### src/rtl/packet_tag_engine.sv
// Responder for the packetstorage out/tag interface: consumes released packets and returns one
// {port, channel} forwarding tag per packet after a fixed delay, bounding in-flight tags by credit.
module packet_tag_engine #(
    parameter int unsigned LATENCY      = 7,
    parameter int unsigned FIFO_DEPTH   = 4,
    parameter int unsigned HDR_WORD     = 0,
    parameter int unsigned PORT_LSB     = 0,
    parameter logic [1:0]  DEFAULT_PORT = 2'b11
) (
    input  logic        clock,
    input  logic        reset,
    input  logic [63:0] outstream_data,
    input  logic        outstream_valid,
    input  logic        outstream_sop,
    input  logic        outstream_eop,
    input  logic [5:0]  outstream_channel,
    output logic        outstream_ready,
    output logic [7:0]  tagstream_data,
    output logic        tagstream_valid,
    input  logic        tagstream_ready,
    output logic [15:0] err_count
);

    localparam int unsigned PTR_W = (FIFO_DEPTH > 1) ? $clog2(FIFO_DEPTH) : 1;
    localparam int unsigned CNT_W = PTR_W + 1;
    localparam int unsigned OUT_W = $clog2(FIFO_DEPTH + LATENCY + 2) + 1;

    typedef enum logic [0:0] {
        ST_IDLE   = 1'b0,
        ST_IN_PKT = 1'b1
    } state_t;

    state_t      state_q, state_d;
    logic [7:0]  beat_cnt_q, beat_cnt_d;
    logic [5:0]  chan_q, chan_d;
    logic [1:0]  port_q, port_d;
    logic [15:0] err_d;
    logic        emit;
    logic [7:0]  emit_tag;
    logic        accept;
    logic [7:0]  cur_idx;
    logic        hdr_hit;
    logic [1:0]  beat_port;
    logic        data_unused;

    logic [LATENCY-1:0] pipe_v;
    logic [7:0]         pipe_tag [LATENCY];
    logic               push;
    logic [7:0]         push_tag;
    logic               pop;

    logic [7:0]       mem [FIFO_DEPTH];
    logic [PTR_W-1:0] wr_ptr_q, wr_ptr_d, rd_ptr_q, rd_ptr_d;
    logic [CNT_W-1:0] count_q, count_d;
    logic [7:0]       head_d;
    logic [OUT_W-1:0] pipe_cnt_d;
    logic [OUT_W-1:0] outstanding_d;
    logic             ready_d;
    logic             tvalid_d;
    logic [7:0]       tdata_d;

    assign accept      = outstream_valid & outstream_ready;
    assign beat_port   = outstream_data[PORT_LSB +: 2];
    assign data_unused = ^outstream_data;
    assign push        = pipe_v[LATENCY-1];
    assign push_tag    = pipe_tag[LATENCY-1];
    assign pop         = tagstream_valid & tagstream_ready;

    // Packet framing FSM: next state, header capture, tag emission and error counting.
    always_comb begin
        state_d    = state_q;
        beat_cnt_d = beat_cnt_q;
        chan_d     = chan_q;
        port_d     = port_q;
        err_d      = err_count;
        emit       = 1'b0;
        emit_tag   = 8'h00;
        cur_idx    = 8'd0;
        if (state_q == ST_IN_PKT && !outstream_sop) begin
            cur_idx = (beat_cnt_q == 8'hFF) ? 8'hFF : beat_cnt_q + 8'd1;
        end
        hdr_hit = (cur_idx == 8'(HDR_WORD));

        if (accept) begin
            if (outstream_sop) begin
                // A sop inside an open packet abandons it; its credit passes to the new packet.
                if (state_q == ST_IN_PKT) begin
                    err_d = (err_count == 16'hFFFF) ? err_count : err_count + 16'd1;
                end
                chan_d     = outstream_channel;
                beat_cnt_d = 8'd0;
                port_d     = hdr_hit ? beat_port : DEFAULT_PORT;
                if (outstream_eop) begin
                    emit     = 1'b1;
                    emit_tag = {port_d, outstream_channel};
                    state_d  = ST_IDLE;
                end else begin
                    state_d = ST_IN_PKT;
                end
            end else if (state_q == ST_IN_PKT) begin
                beat_cnt_d = cur_idx;
                if (hdr_hit) begin
                    port_d = beat_port;
                end
                if (outstream_eop) begin
                    emit     = 1'b1;
                    emit_tag = {port_d, chan_q};
                    state_d  = ST_IDLE;
                end
            end else begin
                err_d = (err_count == 16'hFFFF) ? err_count : err_count + 16'd1;
            end
        end
    end

    // FIFO bookkeeping and registered-output next values (credit and first-word-fall-through head).
    always_comb begin
        count_d  = count_q + CNT_W'(push) - CNT_W'(pop);
        wr_ptr_d = push ? wr_ptr_q + PTR_W'(1) : wr_ptr_q;
        rd_ptr_d = pop ? rd_ptr_q + PTR_W'(1) : rd_ptr_q;
        head_d   = (push && (wr_ptr_q == rd_ptr_d)) ? push_tag : mem[rd_ptr_d];

        pipe_cnt_d = OUT_W'(emit);
        for (int unsigned i = 0; i + 1 < LATENCY; i++) begin
            pipe_cnt_d = pipe_cnt_d + OUT_W'(pipe_v[i]);
        end
        outstanding_d = OUT_W'(count_d) + pipe_cnt_d + OUT_W'(state_d == ST_IN_PKT);
        ready_d = (outstanding_d < OUT_W'(FIFO_DEPTH)) |
                  ((state_d == ST_IN_PKT) & (outstanding_d <= OUT_W'(FIFO_DEPTH)));

        tvalid_d = (count_d != '0);
        tdata_d  = tvalid_d ? head_d : tagstream_data;
    end

    always_ff @(posedge clock) begin
        if (reset) begin
            state_q         <= ST_IDLE;
            beat_cnt_q      <= 8'd0;
            chan_q          <= 6'd0;
            port_q          <= DEFAULT_PORT;
            err_count       <= 16'd0;
            pipe_v          <= '0;
            wr_ptr_q        <= '0;
            rd_ptr_q        <= '0;
            count_q         <= '0;
            outstream_ready <= 1'b0;
            tagstream_valid <= 1'b0;
            tagstream_data  <= 8'h00;
        end else begin
            state_q         <= state_d;
            beat_cnt_q      <= beat_cnt_d;
            chan_q          <= chan_d;
            port_q          <= port_d;
            err_count       <= err_d;
            pipe_v          <= (pipe_v << 1) | LATENCY'(emit);
            wr_ptr_q        <= wr_ptr_d;
            rd_ptr_q        <= rd_ptr_d;
            count_q         <= count_d;
            outstream_ready <= ready_d;
            tagstream_valid <= tvalid_d;
            tagstream_data  <= tdata_d;
        end
    end

    // Tag payload storage; qualified by pipe_v and count_q so it needs no reset.
    always_ff @(posedge clock) begin
        pipe_tag[0] <= emit_tag;
        for (int unsigned i = 1; i < LATENCY; i++) begin
            pipe_tag[i] <= pipe_tag[i-1];
        end
        if (push) begin
            mem[wr_ptr_q] <= push_tag;
        end
    end

endmodule

### config.mk
export PLATFORM = sky130hd
export DESIGN_NAME = packet_tag_engine
export DESIGN_NICKNAME = d
export VERILOG_FILES = /design/src/rtl/packet_tag_engine.sv
export SDC_FILE = /design/constraint.sdc
export NUM_CORES = 1
export LEC_CHECK = 0
export ABC_AREA = 1
export BUFFER_PORTS_ARGS = -buffer_cell sky130_fd_sc_hd__buf_2
export CAP_MARGIN = 20
export CORE_UTILIZATION = 40
export DETAILED_ROUTE_END_ITERATION = 8
export GPL_ROUTABILITY_DRIVEN = 1
export PLACE_DENSITY_LB_ADDON = 0.3
export SYNTH_ARGS = -nofsm -noshare
export SYNTH_HDL_FRONTEND = slang
export SYNTH_SLANG_ARGS = --single-unit
### constraint.sdc
create_clock -name clock -period 7.55 [get_ports clock]
set_input_delay 0.755 -clock clock [delete_from_list [all_inputs] [get_ports clock]]
set_output_delay 0.755 -clock clock [all_outputs]
set_load 0.03 [all_outputs]
Word level (Yosys, flattened, before mapping):

Memory sizes are Yosys's and may differ from the RTL's. A register that Yosys moved wholly into a read port is not among the register bits.
Cells that the tools add are included.

* bits in registers: 49
* output and inout bits: 26
* input port bits: 76
* bits in writable memories: 88
* memories kept: 2

Memory list
* pipe_tag: words 7, width 8, rd ports 7, clocked after Yosys merged registers in 0, write ports 7, line 47 `logic [7:0] pipe_tag [LATENCY];`
* mem: words 4, width 8, rd ports 1, clocked after Yosys merged registers in 1, write ports 1, line 52 `logic [7:0] mem [FIFO_DEPTH];`

* mux-type cells: 28
* add/subtract/negate cells: 14
* equal/unequal tests: 4
* order comparisons: 2
* reduce and logical (&&, ||, !) cells: 8
* bitwise operators: 5

Operators by type and width (number)
* 8-bit two-way mux: 9
* 16-bit two-way mux: 4
* 16-bit by 1-bit adder with 16-bit output, second input constant: 1
* 16-bit equality test, second input constant: 1
* 5-bit by 1-bit adder with 5-bit output: 3
* 1-bit two-way mux: 10
* 2-bit two-way mux: 5
* 8-bit by 1-bit adder with 8-bit output, second input constant: 1
* 8-bit equality test, second input constant: 1
* 8-bit logical NOT: 1
* 7-bit by 1-bit OR with 7-bit output: 1
* 3-bit by 5-bit adder with 5-bit output: 1
* 4-bit by 1-bit adder with 5-bit output: 1
* 5-bit by 3-bit less-or-equal comparator with 1-bit output, second input constant: 1
* 5-bit by 3-bit less-than comparator with 1-bit output, second input constant: 1
* 2-bit by 1-bit adder with 2-bit output, second input constant: 2
* 3-bit by 1-bit adder with 4-bit output: 1
* 2-bit AND reduction: 2
* 2-bit by 1-bit adder with 3-bit output: 1
* 3-bit by 1-bit adder with 3-bit output: 1
* 1-bit bitwise AND: 3
* 3-bit AND reduction: 1
* 3-bit nonzero test: 1
* 3-bit by 1-bit subtractor with 3-bit output: 1
* other kinds (7): 7

Depth between registers and ports, before layout:

Gate-level depths: netlist of run 1.

* word-level depth: 15
* depth in mapped cells: 16
* gate-level depth less buffers: 16

Worst setup path before layout of run 1:

No wires, ideal clock.

* path type: input-to-reg
* from: input outstream_valid
* to: register outstream_ready
* data required time: 7.480 ns
* arrival time: 4.077 ns
* stages: 14
* slack: 3.403 ns
* cell sequence: nand2_1 -> clkinv_1 -> o21ai_2 -> inv_1 -> nand2_1 -> fa_1 -> fa_1 -> fa_1 -> fa_1 -> fa_1 -> nand2_1 -> o21ai_1 -> o211ai_1 -> a21oi_1

* longest elaborated chain between the ends: 13
* elaborated cells between the ends (all ways): 15

RTL lines
* start: declaration: line 13 `input logic outstream_valid,`
* 1-bit bitwise AND (*): line 62 `assign accept = outstream_valid & outstream_ready;`
* 1-bit two-way mux: line 84 `if (accept) begin`
* 1-bit by 1-bit adder with 2-bit output: line 125 `pipe_cnt_d = pipe_cnt_d + OUT_W'(pipe_v[i]);`
* 2-bit by 1-bit adder with 3-bit output: line 125
* 3-bit by 1-bit adder with 4-bit output: line 125
* 4-bit by 1-bit adder with 5-bit output: line 125
* 5-bit by 1-bit adder with 5-bit output (2 in series): line 125
* 3-bit by 5-bit adder with 5-bit output: line 127 `outstanding_d = OUT_W'(count_d) + pipe_cnt_d + OUT_W'(state_d == ST_IN_PKT);`
* 5-bit by 1-bit adder with 5-bit output: line 127
* 5-bit by 3-bit less-or-equal comparator with 1-bit output: line 129 `((state_d == ST_IN_PKT) & (outstanding_d <= OUT_W'(FIFO_DEPTH)));`
* 1-bit bitwise AND: line 129
* 1-bit OR (*): line 128 `ready_d = (outstanding_d < OUT_W'(FIFO_DEPTH)) |`
* end signal: assignment: line 159 `outstream_ready <= ready_d;`
* end: declaration: line 17 `output logic outstream_ready,`

Every way passes the cells marked *; elsewhere a longest branch is shown, timed or not.
A chain may end at the register's enable or synchronous reset.

Worst setup path after layout of run 1:

Same ends and word-level chain as after synthesis.

==> results of run 1 <==
-- cell type report --
cell class | instances | area share
clock inverters | 11 | 0.0225
clock buffers | 21 | 0.0736
inverters | 79 | 0.0452
well taps | 176 | 0.0335
flip-flops and latches | 145 | 0.491
multi-input cells | 377 | 0.305
repair buffers | 39 | 0.0297
-- synth_stat cells (all sizes together) --
cell type | instances | share of area
a21oi | 41 | 0.039
a31oi | 1 | 0.0011
buf | 8 | 0.0085
clkbuf | 5 | 0.0034
clkinv | 1 | 0.00067
dfxtp | 113 | 0.41
edfxtp | 32 | 0.17
fa | 6 | 0.022
ha | 13 | 0.029
inv | 78 | 0.052
nand2 | 162 | 0.12
nand3 | 59 | 0.054
nand4 | 5 | 0.0056
nor2 | 36 | 0.026
nor3 | 10 | 0.011
o211ai | 1 | 0.0013
o21a | 1 | 0.0013
o21ai | 30 | 0.028
o31ai | 1 | 0.0013
xnor2 | 5 | 0.0078
xor2 | 6 | 0.016
-- worst min path at each step --
stage                                         start                endpoint  slack, ns
after floorplan           pipe_tag[0][0]$_SDFF_PP0_  pipe_tag[1][0]$_DFF_P_       0.31
after global placement       pipe_tag[4][0]$_DFF_P_  pipe_tag[5][0]$_DFF_P_       0.31
after detailed placement     pipe_tag[3][4]$_DFF_P_  pipe_tag[4][4]$_DFF_P_       0.31
after CTS                 pipe_tag[0][5]$_SDFF_PP0_  pipe_tag[1][5]$_DFF_P_       0.32
after global routing      pipe_tag[0][5]$_SDFF_PP0_  pipe_tag[1][5]$_DFF_P_       0.33
final                     pipe_tag[0][5]$_SDFF_PP0_  pipe_tag[1][5]$_DFF_P_       0.32
-- logic make-up after synthesis --
kind of cell,count (synthesis)
flops,145
buf+inv,92
simple gates,272
fa+ha+maj,19
xor+xnor,11
compound gates,75
-- through the flow --
stage | total power [mW] | instances | util | hold slack [ns] | instance area, um2
floorplan | 1.15 | 614 | - | 0.310 | 5590
global placement | 1.23 | 816 | 0.441 | 0.310 | 5930
detailed placement | 1.24 | 816 | 0.441 | 0.312 | 5930
CTS | 2.12 | 848 | 0.488 | 0.324 | 6570
global route | 2.20 | 848 | 0.488 | 0.327 | 6570
finish | 2.10 | 848 | 0.488 | 0.323 | 6570
-- layer usage --
metal	vias up	routed length, um	GRT usage
met5	-	0	0
met4	0	186	0.0750
met3	16	417	0.0380
met2	94	4700	0.248
met1	1847	4810	0.195
li1	2064	-	-
-- registers in the layout, summed over array words and instances (netlist names), 3 cells and up --
name,flops
beat_cnt_q,8
chan_q,6
count_q,3
err_count,16
mem,32
pipe_tag,56
pipe_v,7
tagstream_data,8
-- power groups by stage --
stage	Combinational, mW	Clock [mW]	Sequential [mW]
floorplan	0.234	0	0.918
global placement	0.350	0	0.878
detailed placement	0.361	0	0.882
CTS	0.365	0.888	0.866
global route	0.412	0.922	0.869
finish	0.362	0.870	0.865
-- critical path: stages --
cell	delay, ns
buf_2	0.10
nand2_1	0.15
clkinv_1	0.26
o21ai_2	0.26
inv_1	0.21
nand2_1	0.22
fa_1	0.45
fa_1	0.52
fa_1	0.44
fa_1	0.42
fa_1	0.50
nand2_1	0.06
o21ai_1	0.16
o211ai_1	0.12
a21oi_1	0.15
==> qor.yml, run 1 <==
layout_min_cycle_time_ns: 4.43
fp.dieH_um: 120
route.detailed.drc: 0
maxSlewHeadroom: 0.575
drt_iter0_drc: 236
track_usage: 0.155
vdd_drop_max_v: 0.000179
num_rows: 42
min_period_over_period: 0.586
routed_wl_um: 10100
core_mm2: 0.0135
synth_compound_area_frac: 0.0721
synth_top_family_by_area: "simple AND/OR/NAND/NOR gates"
p_leak_nw: 2.67
cp_max_fo: 9
clock_path_buffers: 2
tns_ns: 0
mostFrequentLayoutCell: "nand2_1"
area_growth_pct: 17.5
clkTransAtPathRegs_ns: 0.06
hold_viol: 0
synthCells: 614
synthXorXnorAreaFrac: 0.0240
antenna_found_initial: 0
cp-startpoint: "outstream_valid"
hold_path_class: "flip-flop to flip-flop"
rr_startpoint: "outstream_ready$_SDFF_PP0_"
cts_tree: "built"
power_frac_clock: 0.415
diodes: 0
vias_per_cell: 4.74
routedWlPerCell_um: 11.9
vias: 4021
dp_hpwl_um: 6960
endpoint: "outstream_ready$_SDFF_PP0_"
die_area_mm2: 0.0144
rr_endpoint: "outstream_ready$_SDFF_PP0_"
post_route_cells_drive_above_1_share: 0.144
synth_cell_types: 32
cts_sinks: 145
switchingPower_mw: 0.584
fmax_mhz: 226
final_cell_mix: "nand2_1 (154), dfxtp_1 (113), inv_1 (70), nand3_1 (58), a21oi_1 (40)"
die_x_um: 120
cts-htree-levels: 4
post_cts_buffers: 0
yosysWarnings: 0
layout.nets: 754
io_pins: 102
synth_seq_area_share: 0.577
final_antenna_net_count: 0
synth.net_count: 709
arrival_ns: 4.76
root_buffer: "clkbuf_16"
combPwrFrac: 0.172
rsz0062_at_grt: "false"
start_kind: "input port"
gp_congestion: 0.843
netlist_area_mm2: 0.00559
cellPowerDensity_mw_per_mm2: 319
holdPathStages: 0
worst_slack_ns: 3.12
hold_buffers: 0
crit_type: "input port to flip-flop"
synthAdderAreaFrac: 0.0506
post-place-ws_ns: 2.77
yosys_register_bits: 145
finClkSkew_ns: 0.00636
pwr-share-seq: 0.412
cts_resized: 0
crit_path_end_kind: "flip-flop"
grt_max_degree: 35
gr-total-overflow: 0
drv_slew: 0
dr.pass1.iters: 5
setup_viol: 0
outcome: "complete, no violations"
synthSimpleGateAreaFrac: 0.211
register_area_mm2: 0.00322
portBuffers: 39
switching_share: 0.278
synth.mux.area_fraction: 0
cts_buffers: 17
internal-power_mw: 1.51
final.fill_count: 1277
worstSkewPairLatency_ns: 0.41
initial_utilization: 0.415
avgSynthCellArea_um2: 9.10
grt_pass1_vias: 3783
grt_pass1_wl_um: 17400
maxCapViolations: 0
worstPathRequired_ns: 7.89
reg2regPathDepth: 14
tightest_slew_ns: 0.638
rrSetupSlack_ns: 3.22
multi_input_area_mm2: 0.00200
(Power assumes the default switching activity.)
==> run 2: changes to the inputs <==
--- a/config.mk
+++ b/config.mk
@@ -5,7 +5,7 @@
 export SDC_FILE = /design/constraint.sdc
 export NUM_CORES = 1
 export LEC_CHECK = 0
-export ABC_AREA = 1
+export ABC_AREA = 0
 export BUFFER_PORTS_ARGS = -buffer_cell sky130_fd_sc_hd__buf_2
 export CAP_MARGIN = 20
 export CORE_UTILIZATION = 40
==> constraint.sdc (replaced) <==
create_clock -name clock -period 4.1 [get_ports clock]
set_input_delay 0.41 -clock clock [delete_from_list [all_inputs] [get_ports clock]]
set_output_delay 0.41 -clock clock [all_outputs]
set_load 0.03 [all_outputs]
==> qor.yml, run 2 <==
outcome: "complete, no violations"
hold_ws_ns: 0.228  # -0.0950 ns
pwr-share-seq: 0.427  # +0.015
routedWlPerCell_um: 13.6  # +14%
rr_endpoint: "outstream_ready$_SDFF_PP0_"
worstSkewPairLatency_ns: 0.42  # about the same
cp_max_fo: 5  # -4
worstPathRequired_ns: 4.41  # -3.48 ns
synth_common_cells: "dfxtp_1 (113), nor2_1 (53), nand2_1 (35)"
initial_utilization: 0.409  # -0.00635
internal-power_mw: 2.68  # +77%
route.detailed.drc: 0  # unchanged
drv_slew: 0  # unchanged
grt_pass1_wl_um: 16000  # -8.4%
largest_reg_flops: 56  # unchanged
finalPower_mw: 3.72  # +78%
min_period_over_period: 0.928
vdd_drop_max_v: 0.000371  # +110%
hold_path_class: "input port to flip-flop"
yosysTopAreaCell: "dfxtp_1"
dr.pass1.iters: 4  # -1
power_frac_clock: 0.405  # -0.010
synthCells: 464  # -24%
maxSlewHeadroom: 0.344  # -0.231
drt_iter0_drc: 211  # -11%
hold_buffers: 0  # unchanged
cts_resized: 0  # unchanged
maxCapViolations: 0  # unchanged
netlist_area_mm2: 0.00541  # -3.1%
tightest_slew_ns: 0.984  # +0.346 ns
fp.dieH_um: 118  # -1.5%
post_cts_buffers: 0  # unchanged
setup_viol: 0  # unchanged
async_flop_share: 0  # unchanged
cts_tree: "built"
num_rows: 42  # unchanged
reg.largest.list: "pipe_tag (56), mem (32), err_count (16)"
avgSynthCellArea_um2: 11.7  # +28%
start_kind: "flip-flop"
rr_startpoint: "outstream_ready$_SDFF_PP0_"
crit_path_end_kind: "flip-flop"
vias_per_cell: 4.96  # +4.7%
yosys_register_bits: 145  # unchanged
cts_buffers: 17  # unchanged
synth.net_count: 559  # -21%
crit_type: "flip-flop to flip-flop"
layout.nets: 605  # -20%
final_cell_mix: "dfxtp_1 (113), nor2_1 (53), buf_2 (39), nand2_1 (35), edfxtp_1 (32)"
vias: 3469  # -14%
cts-htree-levels: 4  # unchanged
grt_max_degree: 53  # +51%
synth_edf_count: 32  # unchanged
hold_viol: 0  # unchanged
antenna_found_initial: 0  # unchanged
dp_hpwl_um: 6470  # -7.0%
diodes: 0  # unchanged
synthFlopType: "dfxtp_1"
synth_cell_types: 51  # +59%
rrSetupSlack_ns: 0.30  # -2.92 ns
synth_seq_area_share: 0.595  # +0.0183
gp_congestion: 0.848  # +0.58%
p_leak_nw: 2.45  # -8.5%
switching_share: 0.279  # +0.000951
cts_sinks: 145  # unchanged
synth.top_cell.area_share: 0.418  # +0.0128
synthTopCellsByArea: "dfxtp_1 (42%), edfxtp_1 (18%), nor2_1 (3.7%)"
layout_min_cycle_time_ns: 3.80
io_pins: 102  # unchanged
grt_pass1_vias: 3237  # -14%
switchingPower_mw: 1.04  # +78%
synth_most_common_cell: "dfxtp_1"
portBuffers: 39  # unchanged
combPwrFrac: 0.167  # -0.005
track_usage: 0.149  # -0.00587
cp-startpoint: "outstream_ready$_SDFF_PP0_"
arrival_ns: 4.11  # -0.65 ns
reg2regPathDepth: 12  # -2
post_route_cells_drive_above_1_share: 0.172  # +0.0277
root_buffer: "clkbuf_16"
finClkSkew_ns: 0.0101  # +0.00374 ns
routed_wl_um: 9510  # -6.1%
fmax_mhz: 263
endpoint: "outstream_ready$_SDFF_PP0_"
final_antenna_net_count: 0  # unchanged
die_area_mm2: 0.0140  # -3.0%
die_x_um: 118  # -1.5%
clkTransAtPathRegs_ns: 0.07  # about the same
yosysWarnings: 0  # unchanged
top_register: "pipe_tag"
cellPowerDensity_mw_per_mm2: 582  # +82%
area_growth_pct: 18.1
tns_ns: 0  # unchanged
rsz0062_at_grt: "false"
mostFrequentLayoutCell: "dfxtp_1"
core_mm2: 0.0132  # -1.6%
gr-total-overflow: 0  # unchanged
clock_path_buffers: 2  # unchanged
run 2: changes by cell type after synthesis, sizes merged, moves of 14 or more:
cell | previous run | this run
and3 | 0 | 14
inv | 78 | 23
nand2 | 162 | 35
o21ai | 30 | 10
nor2 | 36 | 53
a21oi | 41 | 23
nand3 | 59 | 11
run 2: power by group through the flow:
| stage | sequential, mW | combinational, mW | clock (mW) |
|---|---|---|---|
| floorplan | 1.69 | 0.394 | 0 |
| global placement | 1.62 | 0.615 | 0 |
| detailed placement | 1.62 | 0.631 | 0 |
| CTS | 1.59 | 0.633 | 1.55 |
| global route | 1.60 | 0.699 | 1.62 |
| finish | 1.59 | 0.623 | 1.51 |
run 2: worst min path at each step:
stage	from	endpoint	slack (ns)	cells after the start
after CTS	outstream_channel[0]	pipe_tag[0][0]$_SDFF_PP0_	0.21	3
after global routing	outstream_channel[0]	chan_q[0]$_SDFFE_PP0P_	0.23	3
final	outstream_channel[0]	pipe_tag[0][0]$_SDFF_PP0_	0.23	3
after global placement	pipe_tag[0][1]$_SDFF_PP0_	pipe_tag[1][1]$_DFF_P_	0.31	0
after floorplan	pipe_tag[0][0]$_SDFF_PP0_	pipe_tag[1][0]$_DFF_P_	0.31	0
after detailed placement	pipe_tag[1][0]$_DFF_P_	pipe_tag[2][0]$_DFF_P_	0.31	0
run 2: per-stage QoR:
stage / area, um2 / util / setup WS (ns) / cells
4_1_cts: 6400 / 0.483 / 0.275 / 699
5_1_grt: 6400 / 0.483 / 0.00295 / 699
3_5_place_dp: 5810 / 0.438 / 0.172 / 667
3_3_place_gp: 5810 / 0.438 / 0.231 / 667
6_report: 6400 / 0.483 / 0.296 / 699
2_1_floorplan: 5410 / - / 0.246 / 464
run 2: area by class of cell:
| cell class | instances | area [um2] |
|---|---|---|
| inverter | 23 | 86.3 |
| clock buffer | 17 | 425 |
| fill | 1212 | 6850 |
| multi-input combinational | 277 | 2030 |
| tap | 176 | 220 |
| sequential | 145 | 3220 |
| timing repair buffer | 46 | 248 |
| clock inverter | 15 | 165 |
run 2: kinds of logic after synthesis:
logic type | synth area share
multiplexers | 0.0474
flip-flops | 0.595
AO/OA/AOI/OAI | 0.0876
buffers and inverters | 0.0300
AND/OR/NAND/NOR | 0.146
XOR/XNOR | 0.0416
adder cells (fa/ha/maj) | 0.0522
run 2: routing by layer:
layer,part of all wire,track usage,wire length (um),up-vias
li1,-,-,-,1738
met2,0.48,0.238,4610,74
met3,0.050,0.0512,480,12
met4,0.015,0.0729,145,0
met1,0.45,0.179,4270,1645
met5,0,0,0,-
run 2: worst max-delay path, stage by stage, from the launching register on:
cell	delay, ns
dfxtp_1	0.38
nand2_1	0.09
nor2_1	0.14
and2_1	0.23
inv_1	0.10
fa_1	0.57
fa_1	0.44
fa_1	0.47
fa_1	0.42
fa_1	0.42
xnor2_1	0.18
o21ai_0	0.09
and3_1	0.16
